`config.mk`:
```
export PLATFORM = sky130hd
export DESIGN_NAME = stage2_window_gen_flat
export DESIGN_NICKNAME = d
export VERILOG_FILES = /design/src/rtl/stage2_window_gen_pkg.sv /design/src/rtl/stage2_window_gen_if.sv /design/src/rtl/stage2_line_buffer.sv /design/src/rtl/stage2_window_gen.sv /design/src/flat_wrapper.sv
export SDC_FILE = /design/constraint.sdc
export NUM_CORES = 2
export LEC_CHECK = 0
export ABC_AREA = 1
export CAP_MARGIN = 20
export CORE_ASPECT_RATIO = 1.1
export CORE_MARGIN = 4
export CORE_UTILIZATION = 50
export CTS_CLUSTER_DIAMETER = 80
export DETAILED_ROUTE_END_ITERATION = 8
export HOLD_SLACK_MARGIN = 0.05
export PLACE_DENSITY = 0.75
export SYNTH_ARGS = -nofsm -noshare
export SYNTH_HDL_FRONTEND = slang
export SYNTH_SLANG_ARGS = --single-unit
```
`constraint.sdc`:
```
create_clock -name clk -period 3.1 [get_ports clk]
set_clock_uncertainty 0.15 [all_clocks]
set_input_delay 0.62 -clock clk [delete_from_list [all_inputs] [get_ports clk]]
set_output_delay 0.62 -clock clk [all_outputs]
set_load 0.005 [all_outputs]
```
`src/rtl/stage2_window_gen_pkg.sv`:
```
// rtl/stage2_window_gen_pkg.sv - shared geometry and packing helper for the stage-2 window generator
package stage2_window_gen_pkg;

  // Kernel geometry and pixel width shared with the stage-2 convolution core
  localparam int ST2_KX       = 5;
  localparam int ST2_KY       = 5;
  localparam int ST2_CONV_IBW = 20;
  // Stage-1 feature-map size seen by stage 2
  localparam int ST2_IMG_W    = 12;
  localparam int ST2_IMG_H    = 12;

  // LSB of window element (y,x) inside the packed fmap vector
  function automatic int fmap_lsb(input int y, input int x, input int kx, input int ibw);
    return (y * kx + x) * ibw;
  endfunction

endpackage

```
`src/rtl/stage2_window_gen_if.sv`:
```
// rtl/stage2_window_gen_if.sv - pixel-in / window-out bundle between stage 1, the window generator and the stage-2 kernel
interface stage2_window_gen_if
  import stage2_window_gen_pkg::*;
#(
  parameter int IBW = ST2_CONV_IBW,
  parameter int KX  = ST2_KX,
  parameter int KY  = ST2_KY
);

  logic                   i_in_valid;
  logic [IBW-1:0]         i_in_pixel;
  logic                   o_ot_valid;
  logic [KX*KY*IBW-1:0]   o_ot_fmap;
  logic                   o_ot_last;

  // Pixel source side
  modport master (
    output i_in_valid, i_in_pixel,
    input  o_ot_valid, o_ot_fmap, o_ot_last
  );

  // Window generator side
  modport slave (
    input  i_in_valid, i_in_pixel,
    output o_ot_valid, o_ot_fmap, o_ot_last
  );

endinterface

```
`src/rtl/stage2_line_buffer.sv`:
```
// rtl/stage2_line_buffer.sv - DEPTH-deep pixel delay line that advances only on enable
module stage2_line_buffer
  import stage2_window_gen_pkg::*;
#(
  parameter int IBW   = ST2_CONV_IBW,
  parameter int DEPTH = ST2_IMG_W
) (
  input  logic           clk,
  input  logic           reset,
  input  logic           en,
  input  logic [IBW-1:0] din,
  output logic [IBW-1:0] dout
);

  localparam int             PW       = (DEPTH > 1) ? $clog2(DEPTH) : 1;
  localparam logic [PW-1:0]  PTR_LAST = PW'(DEPTH - 1);

  logic [IBW-1:0] mem_q [DEPTH];
  logic [PW-1:0]  ptr_q, ptr_d;

  // Read-before-write: the slot about to be overwritten holds the pixel from DEPTH pushes ago
  assign dout = mem_q[ptr_q];

  // Circular pointer advance on each push
  always_comb begin
    ptr_d = ptr_q;
    if (en) begin
      ptr_d = (ptr_q == PTR_LAST) ? '0 : ptr_q + PW'(1);
    end
  end

  // Pointer register; storage contents are left uninitialised on reset
  always_ff @(posedge clk) begin
    if (reset) begin
      ptr_q <= '0;
    end else begin
      ptr_q <= ptr_d;
    end
  end

  // Delay-line storage write
  always_ff @(posedge clk) begin
    if (en) begin
      mem_q[ptr_q] <= din;
    end
  end

endmodule

```
`src/rtl/stage2_window_gen.sv`:
```
// rtl/stage2_window_gen.sv - raster-order 5x5 stride-1 window generator feeding the stage-2 kernel
module stage2_window_gen
  import stage2_window_gen_pkg::*;
#(
  parameter int IMG_W = ST2_IMG_W,
  parameter int IMG_H = ST2_IMG_H,
  parameter int KX    = ST2_KX,
  parameter int KY    = ST2_KY,
  parameter int IBW   = ST2_CONV_IBW
) (
  input  logic                clk,
  input  logic                reset,
  stage2_window_gen_if.slave  bus
);

  localparam int CW = (IMG_W > 1) ? $clog2(IMG_W) : 1;
  localparam int RW = (IMG_H > 1) ? $clog2(IMG_H) : 1;
  localparam int FW = KX * KY * IBW;

  localparam logic [CW-1:0] COL_LAST      = CW'(IMG_W - 1);
  localparam logic [RW-1:0] ROW_LAST      = RW'(IMG_H - 1);
  localparam logic [CW-1:0] COL_FIRST_WIN = CW'(KX - 1);
  localparam logic [RW-1:0] ROW_FIRST_WIN = RW'(KY - 1);

  logic [CW-1:0]  col_q, col_d;
  logic [RW-1:0]  row_q, row_d;
  logic [IBW-1:0] win_q [KY][KX];
  logic [IBW-1:0] win_d [KY][KX];
  logic           valid_q, valid_d;
  logic           last_q, last_d;
  logic [FW-1:0]  fmap_q, fmap_d;

  logic [IBW-1:0] lb_in  [KY-1];
  logic [IBW-1:0] lb_out [KY-1];
  logic           lb_en;

  // A pixel arriving together with reset is dropped, so the delay lines must not move either
  assign lb_en = bus.i_in_valid && !reset;

  // Chain of line buffers: lb[0] takes the live pixel, each later stage takes the previous stage's output
  for (genvar k = 0; k < KY - 1; k++) begin : g_lb
    if (k == 0) begin : g_head
      assign lb_in[k] = bus.i_in_pixel;
    end else begin : g_tail
      assign lb_in[k] = lb_out[k-1];
    end
    stage2_line_buffer #(.IBW(IBW), .DEPTH(IMG_W)) u_lb (
      .clk   (clk),
      .reset (reset),
      .en    (lb_en),
      .din   (lb_in[k]),
      .dout  (lb_out[k])
    );
  end

  // Raster counters, window shift and emission gate for one accepted pixel
  always_comb begin
    col_d   = col_q;
    row_d   = row_q;
    win_d   = win_q;
    valid_d = 1'b0;
    last_d  = 1'b0;
    fmap_d  = fmap_q;
    if (bus.i_in_valid) begin
      for (int y = 0; y < KY; y++) begin
        for (int x = 0; x < KX - 1; x++) begin
          win_d[y][x] = win_q[y][x+1];
        end
      end
      // Newest column enters at x=KX-1; the deepest line buffer supplies the oldest row y=0
      for (int y = 0; y < KY - 1; y++) begin
        win_d[y][KX-1] = lb_out[KY-2-y];
      end
      win_d[KY-1][KX-1] = bus.i_in_pixel;

      if (col_q == COL_LAST) begin
        col_d = '0;
        row_d = (row_q == ROW_LAST) ? '0 : row_q + RW'(1);
      end else begin
        col_d = col_q + CW'(1);
      end

      // Row/col gates hide stale previous-row and previous-frame data in the window
      if (row_q >= ROW_FIRST_WIN && col_q >= COL_FIRST_WIN) begin
        valid_d = 1'b1;
        last_d  = (row_q == ROW_LAST) && (col_q == COL_LAST);
        for (int y = 0; y < KY; y++) begin
          for (int x = 0; x < KX; x++) begin
            fmap_d[fmap_lsb(y, x, KX, IBW) +: IBW] = win_d[y][x];
          end
        end
      end
    end
  end

  // State and output registers
  always_ff @(posedge clk) begin
    if (reset) begin
      col_q   <= '0;
      row_q   <= '0;
      valid_q <= 1'b0;
      last_q  <= 1'b0;
      fmap_q  <= '0;
      for (int y = 0; y < KY; y++) begin
        for (int x = 0; x < KX; x++) begin
          win_q[y][x] <= '0;
        end
      end
    end else begin
      col_q   <= col_d;
      row_q   <= row_d;
      valid_q <= valid_d;
      last_q  <= last_d;
      fmap_q  <= fmap_d;
      win_q   <= win_d;
    end
  end

  assign bus.o_ot_valid = valid_q;
  assign bus.o_ot_last  = last_q;
  assign bus.o_ot_fmap  = fmap_q;

endmodule

```
`src/flat_wrapper.sv`:
```
// flat-port wrapper written by rule: the top's interface ports become plain ports
module stage2_window_gen_flat import stage2_window_gen_pkg::*;
#(
  parameter int IMG_W = ST2_IMG_W,
  parameter int IMG_H = ST2_IMG_H,
  parameter int KX    = ST2_KX,
  parameter int KY    = ST2_KY,
  parameter int IBW   = ST2_CONV_IBW
)
  (clk, reset, bus_i_in_valid, bus_i_in_pixel, bus_o_ot_valid, bus_o_ot_fmap, bus_o_ot_last);
  stage2_window_gen_if #(.IBW(IBW), .KX(KX), .KY(KY)) bus_i ();
  input  logic clk;
  input  logic reset;
  input wire logic [$bits(bus_i.i_in_valid)-1:0] bus_i_in_valid;
  input wire logic [$bits(bus_i.i_in_pixel)-1:0] bus_i_in_pixel;
  output wire logic [$bits(bus_i.o_ot_valid)-1:0] bus_o_ot_valid;
  output wire logic [$bits(bus_i.o_ot_fmap)-1:0] bus_o_ot_fmap;
  output wire logic [$bits(bus_i.o_ot_last)-1:0] bus_o_ot_last;
  assign bus_i.i_in_valid = bus_i_in_valid;
  assign bus_i.i_in_pixel = bus_i_in_pixel;
  assign bus_o_ot_valid = bus_i.o_ot_valid;
  assign bus_o_ot_fmap = bus_i.o_ot_fmap;
  assign bus_o_ot_last = bus_i.o_ot_last;
  stage2_window_gen #(.IMG_W(IMG_W), .IMG_H(IMG_H), .KX(KX), .KY(KY), .IBW(IBW)) u_core (.clk(clk), .reset(reset), .bus(bus_i));
endmodule
```
==> out/summary.txt <==
Yosys reg bits = 1902
combinational family with the most area after synthesis = simple AND/OR/NAND/NOR gates
Worst Hold Class = primary input to flop
Power Density = 621 nW/µm²
Cell Rows = 147
Slew HR = 0.252
crit path cell chain = clkdlybuf4s50_1
crit end category = output pin
delay-heaviest family, CP = buffers and inverters
post-synthesis mux area share = 0
commonest non-fill, non-tap cells in the layout = nor2_1 (1848), nand2_1 (1143), edfxtp_1 (960), dfxtp_1 (938), o21ai_0 (901)
Worst VDD drop = 0.473 mV
Layout area overhead = 18.2%
Worst EP required = 2330 ps
Final Worst Setup Slack = 333 ps
GPL Wtd Cong = 0.876
Mapped Nets = 7980
clk root buf = clkbuf_16
Final Non-Filler Cells = 10400
CP max stage delay = 590 ps
CP max FO = 2
WP buf/inv = 1
Synth Area in Simple Gates = 0.199
Detail Placement HPWL = 137 mm
Fill cells = 11800
Data arrival, critical path = 2000 ps
Reg2Reg Setup Slack = 570 ps
Post-CTS Setup Bufs = 0
Max Freq = 361 MHz
starting density of the core = 0.503
Post-synth EDFFs = 960
DR vias = 57000
status = finished clean
first-pass GRT wire length = 325 mm
MaxCap Viol Count = 0
Core ar. = 146000 µm²
share of layout cells above drive strength 1 = 0.0547
die height = 409 µm
Ports = 525
hold_sp = reset
post-route ant nets = 0
vias in the first global route = 54200
Total Die Area = 153000 µm²
GR Util All Layers = 0.275
critical path class = flop to output pin
async set-reset flop share out of synthesis = 0
Num CTS Buffers = 181
final hold viol count = 0
# port buffers = 524
Post-Synthesis Cells = 7935
Initial DRT Pass Iterations = 6
post-CTS sizing = 0
Residual DRC = 0
Worst-path clk slew = 60 ps
placed cell count = 10100
syn avg cell area = 9.23 µm²
Synth Area in Compound Gates = 0.0778
setup TNS = 0 ps
Skew-Pair Late Insertion Delay = 830 ps
clock buffer depth = 3
Crit-path slowest cell = clkdlybuf4s50_1
synthesized area = 73200 µm²
hold_buf cts = 1
top area cells in the synthesized netlist = edfxtp_1 (39%), dfxtp_1 (26%), nor2_1 (9.5%)
initial antenna violation count = 4
Distinct cells, synth = 28
Synth Warn # = 0
xor/xnor share of the synthesized area = 0.000598
iteration-0 DRC count of the detailed router = 6835
drt wl/cell = 20.9 µm
Fin Hold WS = 215 ps
Reg2Reg Depth = 6
largest net degree at the start of global routing = 206
share of the synthesized area in the top cell type = 0.394
CTS tree = yes
minimum clock period = 2770 ps
commonest non-fill, non-tap cell in the layout = nor2_1
worst slew pin tran = 1120 ps
register area share after synthesis = 0.651
adder-cell area share of the yosys netlist = 0.00376
worst slack, placed = 437 ps
clk sinks = 1902
setup repair after global routing missed its margin = no
hold depth = 4
RR Endpoint = u_core.g_lb[1].u_lb.mem_q[4][4]
Top FF cell, synth = edfxtp_1
final WL = 217 mm
Worst Setup Start Kind = flop
Die Wd = 373 µm
Final Max Slew Viols = 0
DR vias/cell = 5.49
# H-tree levels = 4
final setup fails = 0
diodes inserted = 0
WHS Endpoint = u_core.win_q[243]
grt total ovfl = 0
leading area contributor after synthesis = edfxtp_1
period utilization = 0.893
Leak = 36.4 nW
Nets = 8351
==> area by class of cell <==
type | count | area (µm²) | area share
sequential | 1902 | 47700 | 0.551
multi-input combinational | 4815 | 20600 | 0.238
timing repair buffer | 680 | 6860 | 0.0793
clock buffer | 254 | 5130 | 0.0593
inverter | 726 | 2750 | 0.0317
tap | 1937 | 2420 | 0.0280
clock inverter | 84 | 1110 | 0.0128
==> flip-flops by register name (all words and copies together), names as in the netlist, named ones only <==
signal and flops:
u_core.g_lb.u_lb.mem_q 960, u_core.g_lb.u_lb.ptr_q 16, u_core.bus.o_ot_valid 1, u_core.row_q 4
u_core.win_q 400, u_core.col_q 4, u_core.bus.o_ot_last 1, u_core.bus.o_ot_fmap 500
==> cells by family after synthesis <==
group | after synthesis
adders and majority gates | 22
and+or+nand+nor | 3654
DFF | 1902
buffers and inverters | 1218
AOI/OAI and AO/OA | 1134
xor gates and xnor gates | 5
==> worst max path at each step <==
stage                     slack, ps                       from  cells after the start                               end
after global placement          530             bus_i_in_valid                      7   u_core.g_lb[0].u_lb.mem_q[3][4]
after detailed placement        440             bus_i_in_valid                      7   u_core.g_lb[0].u_lb.mem_q[3][6]
after global routing            270  u_core.bus.o_ot_fmap[379]                      1                bus_o_ot_fmap[379]
after floorplan                 300             bus_i_in_valid                      7  u_core.g_lb[0].u_lb.mem_q[10][0]
final                           330  u_core.bus.o_ot_fmap[379]                      1                bus_o_ot_fmap[379]
after CTS                       330  u_core.bus.o_ot_fmap[208]                      1                bus_o_ot_fmap[208]
==> Yosys cell counts, types with 2 or more instances <==
cell / n
nand3_1: 644
clkbuf_1: 250
nor3_1: 4
a211oi_1: 4
dfxtp_1: 942
buf_6: 14
inv_1: 716
and3_1: 2
o21ai_1: 90
buf_1: 27
buf_4: 9
buf_2: 191
edfxtp_1: 960
inv_2: 9
nor2_1: 1854
xor2_1: 5
nand2_1: 1143
nand4_1: 4
ha_1: 22
a21oi_1: 137
o21ai_0: 901
==> through the flow <==
step	cell area [µm²]	power [mW]	utilization
after floorplan	73200	30.0	-
after global placement	80300	31.2	0.551
after detailed placement	80300	31.3	0.551
after CTS	86600	53.9	0.594
after global routing	86600	55.4	0.594
final	86600	53.8	0.594
==> routing by layer <==
metal | global-route usage | vias up | wire, µm
met2 | 0.436 | 3067 | 100000
li1 | - | 26400 | -
met5 | 0 | - | 29
met1 | 0.352 | 27000 | 81400
met4 | 0.153 | 4 | 12900
met3 | 0.0596 | 520 | 22600
==> report_power, final <==
group          switching, mW  internal (mW)
Combinational           2.49          0.801
Clock                   9.78           13.1
Sequential             0.403           27.2
Total                   12.7           41.1
(Power assumes the default switching activity.)
